[config.mk]
export PLATFORM = sky130hd
export DESIGN_NAME = weight_stream_bram
export DESIGN_NICKNAME = d
export VERILOG_FILES = /design/src/rtl/weight_stream_bram.sv
export SDC_FILE = /design/constraint.sdc
export NUM_CORES = 1
export LEC_CHECK = 0
export BUFFER_PORTS_ARGS = -buffer_cell sky130_fd_sc_hd__buf_2
export CORE_MARGIN = 2
export CORE_UTILIZATION = 29
export CTS_CLUSTER_SIZE = 8
export DETAILED_ROUTE_END_ITERATION = 12
export PLACE_DENSITY = 0.5
export SYNTH_ARGS = -nofsm -noshare
export SYNTH_HDL_FRONTEND = slang
export SYNTH_SLANG_ARGS = --single-unit
[constraint.sdc]
create_clock -name CLK -period 4 [get_ports CLK]
set_input_delay 1.2 -clock CLK [delete_from_list [all_inputs] [get_ports CLK]]
set_output_delay 1.2 -clock CLK [all_outputs]
set_load 0.05 [all_outputs]
[src/rtl/weight_stream_bram.sv]
// weight_stream_bram: a DATA_W x DEPTH weight RAM with a single-cycle write port
// and a burst-read engine. The engine streams LEN consecutive words from BASE and
// wraps DEPTH-1 -> 0. Words leave through a 2-entry FIFO under valid/ready.
// Contents are loaded through the write port before streaming.
module weight_stream_bram #(
    parameter int    DATA_W    = 16,
    parameter int    DEPTH     = 28,
    parameter int    ADDR_W    = 5,
    parameter string INIT_FILE = "weight.txt"
) (
    input  logic              CLK,
    input  logic              RST_N,
    input  logic              WR_EN,
    input  logic [ADDR_W-1:0] WR_ADDR,
    input  logic [DATA_W-1:0] WR_DATA,
    input  logic              START,
    input  logic [ADDR_W-1:0] BASE,
    input  logic [ADDR_W:0]   LEN,
    output logic              BUSY,
    output logic              DONE,
    output logic              ERR,
    output logic              DO_VALID,
    input  logic              DO_READY,
    output logic [DATA_W-1:0] DO,
    output logic              DO_LAST
);

    localparam logic [ADDR_W:0]   LP_DEPTH     = (ADDR_W+1)'(DEPTH);
    localparam logic [ADDR_W-1:0] LP_LAST_ADDR = ADDR_W'(DEPTH-1);

    typedef enum logic [1:0] {
        S_IDLE  = 2'd0,
        S_RUN   = 2'd1,
        S_DRAIN = 2'd2
    } state_t;

    state_t            r_state;
    logic [ADDR_W-1:0] r_rd_addr;
    logic [ADDR_W:0]   r_len;
    logic [ADDR_W:0]   r_issued;
    logic              r_busy;
    logic              r_done;
    logic              r_err;

    logic              r_inflight;
    logic              r_inflight_last;
    logic [DATA_W-1:0] r_rd_data;

    logic [DATA_W-1:0] r_fifo_data [2];
    logic [1:0]        r_fifo_last;
    logic              r_head;
    logic [1:0]        r_count;

    logic [DATA_W-1:0] r_mem [DEPTH];

    logic              w_start_ok;
    logic              w_valid;
    logic              w_pop;
    logic [2:0]        w_used;
    logic              w_issue;
    logic              w_issue_last;
    logic              w_tail;
    logic [ADDR_W-1:0] w_next_addr;

    // A request is legal only if it starts inside the RAM and asks for 1..DEPTH words
    assign w_start_ok = ({1'b0, BASE} < LP_DEPTH) && (LEN != '0) && (LEN <= LP_DEPTH);

    // FIFO head drives the stream; a pop happens when the head word is handed over
    assign w_valid = (r_count != 2'd0);
    assign w_pop   = w_valid && DO_READY;

    // Issue a read only if the word it returns is guaranteed a FIFO slot, counting
    // the slot freed by a pop on this same edge so a ready consumer gets one word per cycle
    assign w_used       = 3'(r_count) + 3'(r_inflight) - 3'(w_pop);
    assign w_issue      = (r_state == S_RUN) && (w_used < 3'd2);
    assign w_issue_last = w_issue && ((r_issued + (ADDR_W+1)'(1)) == r_len);

    // Wrap by compare so DEPTH need not be a power of two
    assign w_next_addr = (r_rd_addr == LP_LAST_ADDR) ? '0 : r_rd_addr + ADDR_W'(1);

    // Slot that receives the returning read word
    assign w_tail = r_head ^ r_count[0];

    // Burst control FSM: accept/reject requests, count issued reads, finish on last accept
    always_ff @(posedge CLK or negedge RST_N) begin
        if (!RST_N) begin
            r_state   <= S_IDLE;
            r_rd_addr <= '0;
            r_len     <= '0;
            r_issued  <= '0;
            r_busy    <= 1'b0;
            r_done    <= 1'b0;
            r_err     <= 1'b0;
        end else begin
            r_done <= 1'b0;
            r_err  <= 1'b0;
            case (r_state)
                S_IDLE: begin
                    if (START) begin
                        if (w_start_ok) begin
                            r_state   <= S_RUN;
                            r_busy    <= 1'b1;
                            r_rd_addr <= BASE;
                            r_len     <= LEN;
                            r_issued  <= '0;
                        end else begin
                            r_err <= 1'b1;
                        end
                    end
                end
                S_RUN: begin
                    if (w_issue) begin
                        r_issued  <= r_issued + (ADDR_W+1)'(1);
                        r_rd_addr <= w_next_addr;
                        if (w_issue_last) begin
                            r_state <= S_DRAIN;
                        end
                    end
                end
                S_DRAIN: begin
                    if (w_pop && r_fifo_last[r_head]) begin
                        r_state <= S_IDLE;
                        r_busy  <= 1'b0;
                        r_done  <= 1'b1;
                    end
                end
                default: begin
                    r_state <= S_IDLE;
                    r_busy  <= 1'b0;
                end
            endcase
        end
    end

    // Block RAM: write port plus read-first synchronous read, never reset
    always_ff @(posedge CLK) begin
        if (WR_EN && ({1'b0, WR_ADDR} < LP_DEPTH)) begin
            r_mem[WR_ADDR] <= WR_DATA;
        end
        if (w_issue) begin
            r_rd_data <= r_mem[r_rd_addr];
        end
    end

    // Track the single read in flight and whether it carries the last-word tag
    always_ff @(posedge CLK or negedge RST_N) begin
        if (!RST_N) begin
            r_inflight      <= 1'b0;
            r_inflight_last <= 1'b0;
        end else begin
            r_inflight      <= w_issue;
            r_inflight_last <= w_issue_last;
        end
    end

    // 2-entry output FIFO: push returning read data, pop on handshake
    always_ff @(posedge CLK or negedge RST_N) begin
        if (!RST_N) begin
            r_fifo_data[0] <= '0;
            r_fifo_data[1] <= '0;
            r_fifo_last    <= '0;
            r_head         <= 1'b0;
            r_count        <= '0;
        end else begin
            if (r_inflight) begin
                r_fifo_data[w_tail] <= r_rd_data;
                r_fifo_last[w_tail] <= r_inflight_last;
            end
            if (w_pop) begin
                r_head <= ~r_head;
            end
            r_count <= r_count + 2'(r_inflight) - 2'(w_pop);
        end
    end

    assign BUSY     = r_busy;
    assign DONE     = r_done;
    assign ERR      = r_err;
    assign DO_VALID = w_valid;
    assign DO       = r_fifo_data[r_head];
    assign DO_LAST  = w_valid && r_fifo_last[r_head];

endmodule

==> out/results.ini <==
[clock_tree]
cts_root_buffer=sky130_fd_sc_hd__clkbuf_16
cts_buffer_count=75
insertion_delay_ns=0.61
post_cts_resize_count=0
clk_pin_slew_worst_paths_ns=0.05
cts-htree-levels=3
post-cts-setup-buffers=0
clock_sinks=525
cts-root-to-sink-buffers=3
hold_buffers=0
tritoncts_clock_tree=built

[timing]
relative_slew_slack_pct=39.48
final.min_clock_period_ns=3.388
finalSetupViolCount=0
final.setup_skew_ns=0.01586
final-hold-violation-count=0
setup_tns_ns=0
fmax_mhz=295.1
tightestPinTransition_ns=0.9078
report.final.slew_viol_count=0
fin_crit_sh_pct=84.71
grt_setup_unrepaired=no

[power_and_ir_drop]
vdd_ir_drop_max_mv=0.6222
total_leakage_power_nw=8.287
design_power_total_mw=17.50
power_density_nw_per_um2=720.4

[setup_path]
worst-r2r-setup-slack_ns=0.92
end_kind=output pin
worstPathMaxFanout=19
start_kind=flop
critical_path.max_stage_delay_ns=0.93
critPathKind=flop to output pin
worst-endpoint-arrival_ns=2.19
critical_path_cell_list=mux2_2 > buf_2
cpLargestDelayFamily=flip-flops
cp.required_ns=2.80
critical_path.n_buffers_inverters=1
slowest_stage=sky130_fd_sc_hd__dfrtp_1

[floorplanning]
die_width_um=270.8
dieArea_um2=73340
dieHeight_um=270.8
initial_utilization_pct=29.38
num_io_pins=58
placeableCoreArea_um2=70270
placement_rows=97

[route]
drt_drc_violations_left=0
drt-pass1-iter-count=4
drt_iter0_markers=681
detail_route.wl_per_cell_um=22.40
final_antenna_net_count=0
post_drt_via_cell_ratio=4.722
routed-via-count=10110
wirelength_um=47970

[flow_run]
max-cap-violations=0

[global_routing]
grt_start_max_net_pins=38
grt_first_pass_wirelength_um=72150
track_usage_pct=13.27
via_count_of_the_first_global_routing_pass=10820
antenna_found_initial=0
gr-total-overflow=0

[yosys]
ys_ff_latch=525
syn_nets=1085
yosys_warnings=0
yosys.area.top_type=sky130_fd_sc_hd__edfxtp_1
seq_area_frac_synth_pct=74.89
netlist.area_leader.share_pct=67.49
synthesis.instances=1043
synth.lib_cells_used.distinct=52
mapped_cell_area_um2=20640
synth.top_cells.by_area=sky130_fd_sc_hd__edfxtp_1, sky130_fd_sc_hd__mux4_2, sky130_fd_sc_hd__dfrtp_1
syn_area_per_cell_um2=19.79

[cells_and_area]
nNetsFinal=1222
drive_above_1_share_pct=29.56
synthesis_to_layout_area_growth_pct=17.67
n_antenna_cell=0

[placement]
place.port_buffers=57
hpwlAfterDp_um=28850
gp_congestion=0.7443

[worst_hold_path]
min_path_type=flop to flop

[outcome]
status=complete, no violations

-- metal layers --
metal,vias to the layer above,share of wire [%],GRT usage [%]
met4,0,1.7,3.257
met3,69,4.4,2.885
met5,-,0,0
met2,231,47,20.76
li1,4468,-,-
met1,5342,47,18.80
-- cell type report --
class                           count  area [µm²]
Clock buffer                       92        1972
Clock inverter                      6       107.6
Fill cell                        6614       45980
Inverter                           10       38.79
Multi-Input combinational cell    461        4843
Sequential cell                   525       15470
Tap cell                          940        1176
Timing Repair Buffer              107       685.7
-- sequential cells by signal (all words and copies together), names as in the netlist --
| register | count |
|---|---|
| BUSY | 1 |
| DONE | 1 |
| ERR | 1 |
| r_count | 2 |
| r_fifo_data | 32 |
| r_fifo_last | 2 |
| r_head | 1 |
| r_inflight | 1 |
| r_inflight_last | 1 |
| r_issued | 6 |
| r_len | 6 |
| r_mem | 448 |
| r_rd_addr | 5 |
| r_rd_data | 16 |
| r_state | 2 |
-- placed cells by master (no fill, tap or decap), types with 20 or more instances in the layout --
| cell type | count |
|---|---|
| sky130_fd_sc_hd__edfxtp_1 | 464 |
| sky130_fd_sc_hd__mux4_2 | 92 |
| sky130_fd_sc_hd__clkbuf_16 | 76 |
| sky130_fd_sc_hd__dfrtp_1 | 59 |
| sky130_fd_sc_hd__mux2i_1 | 59 |
| sky130_fd_sc_hd__buf_2 | 57 |
| sky130_fd_sc_hd__mux2_2 | 55 |
| sky130_fd_sc_hd__nand2_1 | 52 |
| sky130_fd_sc_hd__buf_4 | 48 |
| sky130_fd_sc_hd__nor2_1 | 34 |
| sky130_fd_sc_hd__o21ai_0 | 20 |
-- report_power, final --
part | switching [mW] | internal [mW] | total (mW)
registers | 0.454 | 6.50 | 6.95
clock network | 2.27 | 3.45 | 5.72
logic | 2.78 | 2.05 | 4.83
total | 5.51 | 12.0 | 17.5
-- cell families (layout without fill, tap and decap cells) --
family,count (synthesis),after routing,share of synthesized area [%]
adders and majority gates,5,5,0.3394
buffers and inverters,57,215,1.697
AOI/OAI and AO/OA,88,88,2.788
DFF,525,525,74.89
xor gates and xnor gates,14,14,0.5940
muxes,210,210,16.41
and+or+nand+nor,144,144,3.285
-- path summary, 6_finish.rpt --
kind,startpoint,end,cells past startpoint
worst max-delay path,r_head,DO[8],2
worst min register to register,r_fifo_data[7],r_fifo_data[7],1
min in group asynchronous,RST_N,r_fifo_data[9],1
max in group asynchronous,RST_N,r_rd_addr[0],2
worst min-delay path,r_fifo_data[7],r_fifo_data[7],1
worst max register to register,r_count[1],r_issued[3],12
-- metrics by stage --
stage | worst slack, ns | hold slack [ns] | std cells | instance area [µm²] | utilization (%)
after global routing | 0.4255 | 0.5065 | 2141 | 24290 | 34.57
after CTS | 0.5561 | 0.4997 | 2141 | 24290 | 34.57
after floorplan | 0.3948 | 0.4673 | 1043 | 20640 | -
final | 0.6117 | 0.4960 | 2141 | 24290 | 34.57
after global placement | 0.2556 | 0.4817 | 2043 | 22210 | 31.61
after detailed placement | 0.2285 | 0.4879 | 2043 | 22210 | 31.61
-- cell usage after synthesis (all sizes together) --
master     n
nand3b     5
or2        8
or3        2
clkinv     1
a31o       3
ha         4
edfxtp   464
o211ai     1
a31oi      8
mux2      55
clkbuf    11
a21oi     16
nand2b     2
nand2     52
o2111ai    1
nor3       2
mux2i     59
nor2      40
mux4      96
xor2       6
dfrtp     61
a22o       2
nand3     10
fa         1
o2bb2ai    3
a22oi     10
and3      11
or4        1
xnor2      8
o21a       3
or3b       2
nor2b      5
buf       36
o22ai      8
a2bb2oi    1
a311oi     1
o21ai     22
and2       3
nand4      1
o221ai     9
inv        9
(Power assumes the default switching activity.)
